--- config.mk ---
export PLATFORM = sky130hd
export DESIGN_NAME = mem_arbiter
export DESIGN_NICKNAME = d
export VERILOG_FILES = /design/src/rtl/mem_arbiter.sv
export SDC_FILE = /design/constraint.sdc
export NUM_CORES = 1
export LEC_CHECK = 0
export CELL_PAD_IN_SITES_DETAIL_PLACEMENT = 1
export CELL_PAD_IN_SITES_GLOBAL_PLACEMENT = 1
export CORE_ASPECT_RATIO = 0.9
export CORE_MARGIN = 3
export CORE_UTILIZATION = 31
export CTS_CLUSTER_DIAMETER = 100
export DETAILED_ROUTE_END_ITERATION = 10
export PLACE_DENSITY_LB_ADDON = 0.1
export SLEW_MARGIN = 25
export SYNTH_ARGS = -nofsm -noshare
export SYNTH_HDL_FRONTEND = slang
export SYNTH_SLANG_ARGS = --single-unit
--- constraint.sdc ---
create_clock -name clk -period 2.7 [get_ports clk]
set_clock_uncertainty 0.2 [all_clocks]
set_input_delay 0.81 -clock clk [delete_from_list [all_inputs] [get_ports clk]]
set_output_delay 0.81 -clock clk [all_outputs]
set_load 0.005 [all_outputs]
--- src/rtl/mem_arbiter.sv ---
// mem_arbiter: two-requester round-robin sequencer for a single memory port (ports: clk, reset, m0_*/m1_* request/response, mem_* memory side)
module mem_arbiter #(
  parameter int ADDR_WIDTH = 4,
  parameter int DATA_WIDTH = 32,
  parameter int TIMEOUT    = 16
) (
  input  logic                  clk,
  input  logic                  reset,
  input  logic                  m0_valid,
  input  logic                  m0_wr,
  input  logic [ADDR_WIDTH-1:0] m0_addr,
  input  logic [DATA_WIDTH-1:0] m0_wdata,
  output logic                  m0_ready,
  output logic                  m0_resp_valid,
  output logic [DATA_WIDTH-1:0] m0_resp_rdata,
  output logic                  m0_resp_err,
  input  logic                  m1_valid,
  input  logic                  m1_wr,
  input  logic [ADDR_WIDTH-1:0] m1_addr,
  input  logic [DATA_WIDTH-1:0] m1_wdata,
  output logic                  m1_ready,
  output logic                  m1_resp_valid,
  output logic [DATA_WIDTH-1:0] m1_resp_rdata,
  output logic                  m1_resp_err,
  output logic                  mem_wr,
  output logic                  mem_rd,
  output logic [ADDR_WIDTH-1:0] mem_addr,
  output logic [DATA_WIDTH-1:0] mem_wdata,
  input  logic [DATA_WIDTH-1:0] mem_rdata,
  input  logic                  mem_response
);
  localparam int CW = $clog2(TIMEOUT) + 1;
  typedef enum logic [1:0] {IDLE, ISSUE, RESP} state_t;
  typedef struct packed {
    state_t                st;
    logic                  lg;
    logic                  g;
    logic [CW-1:0]         cnt;
    logic                  rdy0;
    logic                  rdy1;
    logic                  rv0;
    logic                  rv1;
    logic                  err0;
    logic                  err1;
    logic [DATA_WIDTH-1:0] rd0;
    logic [DATA_WIDTH-1:0] rd1;
    logic                  mwr;
    logic                  mrd;
    logic [ADDR_WIDTH-1:0] maddr;
    logic [DATA_WIDTH-1:0] mwdata;
  } regs_t;
  regs_t r, rn;
  logic g, wr, done;
  always_comb begin
    rn = r;
    rn.rdy0 = 1'b0;
    rn.rdy1 = 1'b0;
    rn.rv0 = 1'b0;
    rn.rv1 = 1'b0;
    rn.err0 = 1'b0;
    rn.err1 = 1'b0;
    rn.rd0 = '0;
    rn.rd1 = '0;
    g = (m0_valid && m1_valid) ? !r.lg : m1_valid;
    wr = g ? m1_wr : m0_wr;
    done = mem_response || r.cnt == CW'(TIMEOUT - 1);
    case (r.st)
      IDLE: if (m0_valid || m1_valid) begin
        rn.st = ISSUE;
        rn.lg = g;
        rn.g = g;
        rn.cnt = '0;
        rn.rdy0 = !g;
        rn.rdy1 = g;
        rn.mwr = wr;
        rn.mrd = !wr;
        rn.maddr = g ? m1_addr : m0_addr;
        rn.mwdata = g ? m1_wdata : m0_wdata;
      end
      ISSUE: begin
        rn.cnt = r.cnt + 1'b1;
        if (done) begin
          rn.st = RESP;
          rn.mwr = 1'b0;
          rn.mrd = 1'b0;
          rn.maddr = '0;
          rn.mwdata = '0;
          rn.rv0 = !r.g;
          rn.rv1 = r.g;
          rn.err0 = !r.g && !mem_response;
          rn.err1 = r.g && !mem_response;
          rn.rd0 = (!r.g && mem_response && r.mrd) ? mem_rdata : '0;
          rn.rd1 = (r.g && mem_response && r.mrd) ? mem_rdata : '0;
        end
      end
      RESP: begin
        rn.st = IDLE;
        rn.cnt = '0;
      end
      default: rn.st = IDLE;
    endcase
  end
  always_ff @(posedge clk) begin
    if (reset) begin
      r <= '0;
      r.lg <= 1'b1;
    end else begin
      r <= rn;
    end
  end
  assign m0_ready = r.rdy0;
  assign m1_ready = r.rdy1;
  assign m0_resp_valid = r.rv0;
  assign m1_resp_valid = r.rv1;
  assign m0_resp_err = r.err0;
  assign m1_resp_err = r.err1;
  assign m0_resp_rdata = r.rd0;
  assign m1_resp_rdata = r.rd1;
  assign mem_wr = r.mwr;
  assign mem_rd = r.mrd;
  assign mem_addr = r.maddr;
  assign mem_wdata = r.mwdata;
endmodule

==> metrics.md <==
| Metric | Value |
|---|---|
| Outcome | `completed` |
| Max Fclk | `0.4286 GHz` |
| Crit path arrival time | `1.32 ns` |
| Final setup violating endpoints | `0` |
| Post-synth EDFFs | `0` |
| VDD IR max | `0.4049 mV` |
| Worst endpoint required time | `1.69 ns` |
| Hold Vio Cnt, Final | `0` |
| Ys async rst share | `0%` |
| Aggregate global routing overflow | `0` |
| Top Metal Used | `met4` |
| Fillers | `1558` |
| Post-DP Area | `6479 um2` |
| WL met2 | `5702 um` |
| Unrepaired setup endpoints after global routing | `false` |
| Port Buffers | `about 220` |
| Syn_area_per_cell | `roughly 11 um2` |
| Clock root cell | `clkbuf_16` |
| Wirelength, routed | `12220 um` |
| Starting Density | `around 32%` |
| Worst-margin pin slew | `0.4673 ns` |
| DIE HEIGHT | `123.6 um` |
| Period utilisation layout | `a little under 90%` |
| DR pass1 iterations | `4` |
| Pin count of the biggest net entering global routing | `39` |
| Max-Cap Viols | `0` |
| H-tree depth | `4` |
| Antenna diode count | `0` |
| FP Rows | `42` |
| Unique cell type count in the Yosys netlist | `40` |
| DP Wirelength | `8911 um` |
| DIE WIDTH | `about 140 um` |
| Hold Crit Class | `register to register` |
| Crit-path max cell delay | `0.53 ns` |
| Routed len/inst | `15.69 um` |
| CP Max Fanout | `4` |
| Critical Path Sink Type | `output pin` |
| Post-CTS Setup Inserts | `0` |
| CP Buf/Inv Count | `1` |
| Max-slew headroom | `68.85%` |
| Met3 wire len | `1376 um` |
| Type of origin of the critical path | `register` |
| Synthesized area | `4765 um2` |
| Clock transition at path regs | `0.05 ns` |
| Yosys reg bits | `117` |
| LEAKAGE | `roughly 2.7 nW` |
| Latest clock arrival within the worst-skew pair | `0.41 ns` |
| Most used flip-flop cell after synthesis | `dfxtp_1` |
| GP Congestion | `0.7535` |
| Initial antenna violation count | `0` |
| Sequential share of the synthesized area | `49.16%` |
| Core Area | `around 15000 um2` |
| CTS Hold Bufs | `0` |
| Synth-to-Final Area Change | `49.00%` |
| Worst R2R Start | `r[108]` |
| Die ar. | `16900 um2` |
| Via count | `3393` |
| Setup Total Neg Slack | `0 ns` |
| Cells along the critical path | `clkdlybuf4s50_1` |
| Fraction of layout instances using a drive strength above 1 | `around 7.9%` |
| Inserted Clock Buffers | `17` |
| Global Route Usage Sum | `14.36%` |
| Syn Inst Count | `442` |
| Syn nets | `558` |
| Final #Nets | `between 600 and 700` |
| Synth warn | `0` |
| WL met1 | `4978 um` |
| Area taken by multi-input logic gates | `~1500 um2` |
| I/O pins | `219` |
| Residual DRC count | `0` |
| Antenna Nets Post-Route | `0` |
| Final Cell Area | `7099 um2` |
| Power per Cell Area | `682.2 nW/um2` |
| CTS tree | `yes` |
| WS Path Type | `register to output pin` |
| Cts repair resizes | `0` |
| Slew Viols, Final | `0` |
| First-pass GRT wire length | `between 15000 and 20000 um` |
| Critical path launch point | `mem_rd` |
| Vias per cell | `approximately 4.4` |
| Number of global-route vias before repair | `between 3k and 4k` |
| Post-layout min period | `about 2.3 ns` |
| Max clock buf depth | `2` |
| Register area | `2342 um2` |
| Slowest cell on crit path | `clkdlybuf4s50_1` |
| HP Start | `mem_addr[3]` |
| DRT iter0 DRCs | `73` |
| Clk sinks | `117` |
| Cell family with most CP delay | `buffers and inverters` |
==> worst reg2reg max path: stages, from the launching register on <==
cell	delay [ns]
dfxtp_1	0.37
ha_1	0.21
and3_1	0.17
ha_1	0.22
nor2_1	0.08
a211o_1	0.33
buf_12	0.18
a32o_1	0.24
==> cell families after synthesis <==
group / Yosys count / synth area share (%)
compound gates: 59 / 9.900
fa+ha+maj: 5 / 1.313
buf+inv: 128 / 18.96
flops: 117 / 49.16
mux: 36 / 7.563
simple gates: 97 / 13.10
==> state kept, by name, summed over array words and instances (netlist names), 4 cells and up <==
register	flops
r	9
mem_addr	4
mem_wdata	32
m0_resp_rdata	32
m1_resp_rdata	32
==> final timing paths <==
kind	slack [ns]	endpoint	cells past startpoint
setup / recovery	0.37	mem_rd	1
hold / removal	0.26	mem_addr[3]	1
setup reg to reg	0.59	mem_addr[2]	7
hold reg to reg	0.26	mem_addr[3]	1
==> per-layer routing <==
| metal | up-vias | global-route usage [%] |
|---|---|---|
| met1 | 1575 | 16.22 |
| li1 | 1650 | - |
| met4 | 0 | 6.423 |
| met3 | 16 | 7.633 |
| met2 | 152 | 22.51 |
| met5 | - | 0 |
==> cells in the mapped netlist (all sizes together) (3+ instances only) <==
cell type	number	area, um2
o21ai	8	40.04
and2	64	400.4
a21oi	4	20.02
nand2	3	11.26
ha	5	62.56
inv	6	22.52
o2bb2ai	37	324.1
buf	115	854.6
mux2i	36	360.4
nor2	4	15.01
clkbuf	7	26.28
dfxtp	117	2342
==> final cells by class <==
type / count / share of cell area, %
tap: 198 / 3.490
clock inverter: 10 / 2.062
clock buffer: 22 / 6.680
multi-input combinational: 197 / 21.50
sequential: 117 / 32.99
inverter: 6 / 0.3172
timing repair buffer: 229 / 32.96
==> layout by cell type (no fill, tap or decap), drive strengths merged, types with 3 or more instances in the layout <==
master	synthesis	routed
clkbuf	7	22
a21oi	4	4
dfxtp	117	117
o2bb2ai	37	37
clkinvlp	0	4
buf	115	11
nand2	3	3
ha	5	5
mux2i	36	36
clkdlybuf4s50	0	218
bufinv	0	3
nor2	4	4
and2	64	64
inv	6	7
o21ai	8	8
==> through the flow <==
step	instances	util, %	setup WS, ns	hold slack, ns	total power, mW
6_report	779	47.74	0.3667	0.2630	4.843
5_1_grt	779	47.74	0.3094	0.2850	5.059
4_1_cts	779	47.74	0.3036	0.2678	4.928
3_5_place_dp	747	43.56	0.05008	0.2476	2.554
3_3_place_gp	747	43.56	0.08184	0.2442	2.545
2_1_floorplan	442	-	0.6648	0.2335	2.235
==> report_power, final <==
group / internal [mW] / switching, mW / leakage (nW) / total (mW)
clock: 1.53 / 0.801 / 0.289 / 2.33
combinational: 0.399 / 0.244 / 1.46 / 0.643
sequential: 1.82 / 0.0523 / 0.950 / 1.87
total: 3.75 / 1.10 / 2.70 / 4.84
No activity file was read; power rests on OpenSTA's default activity.
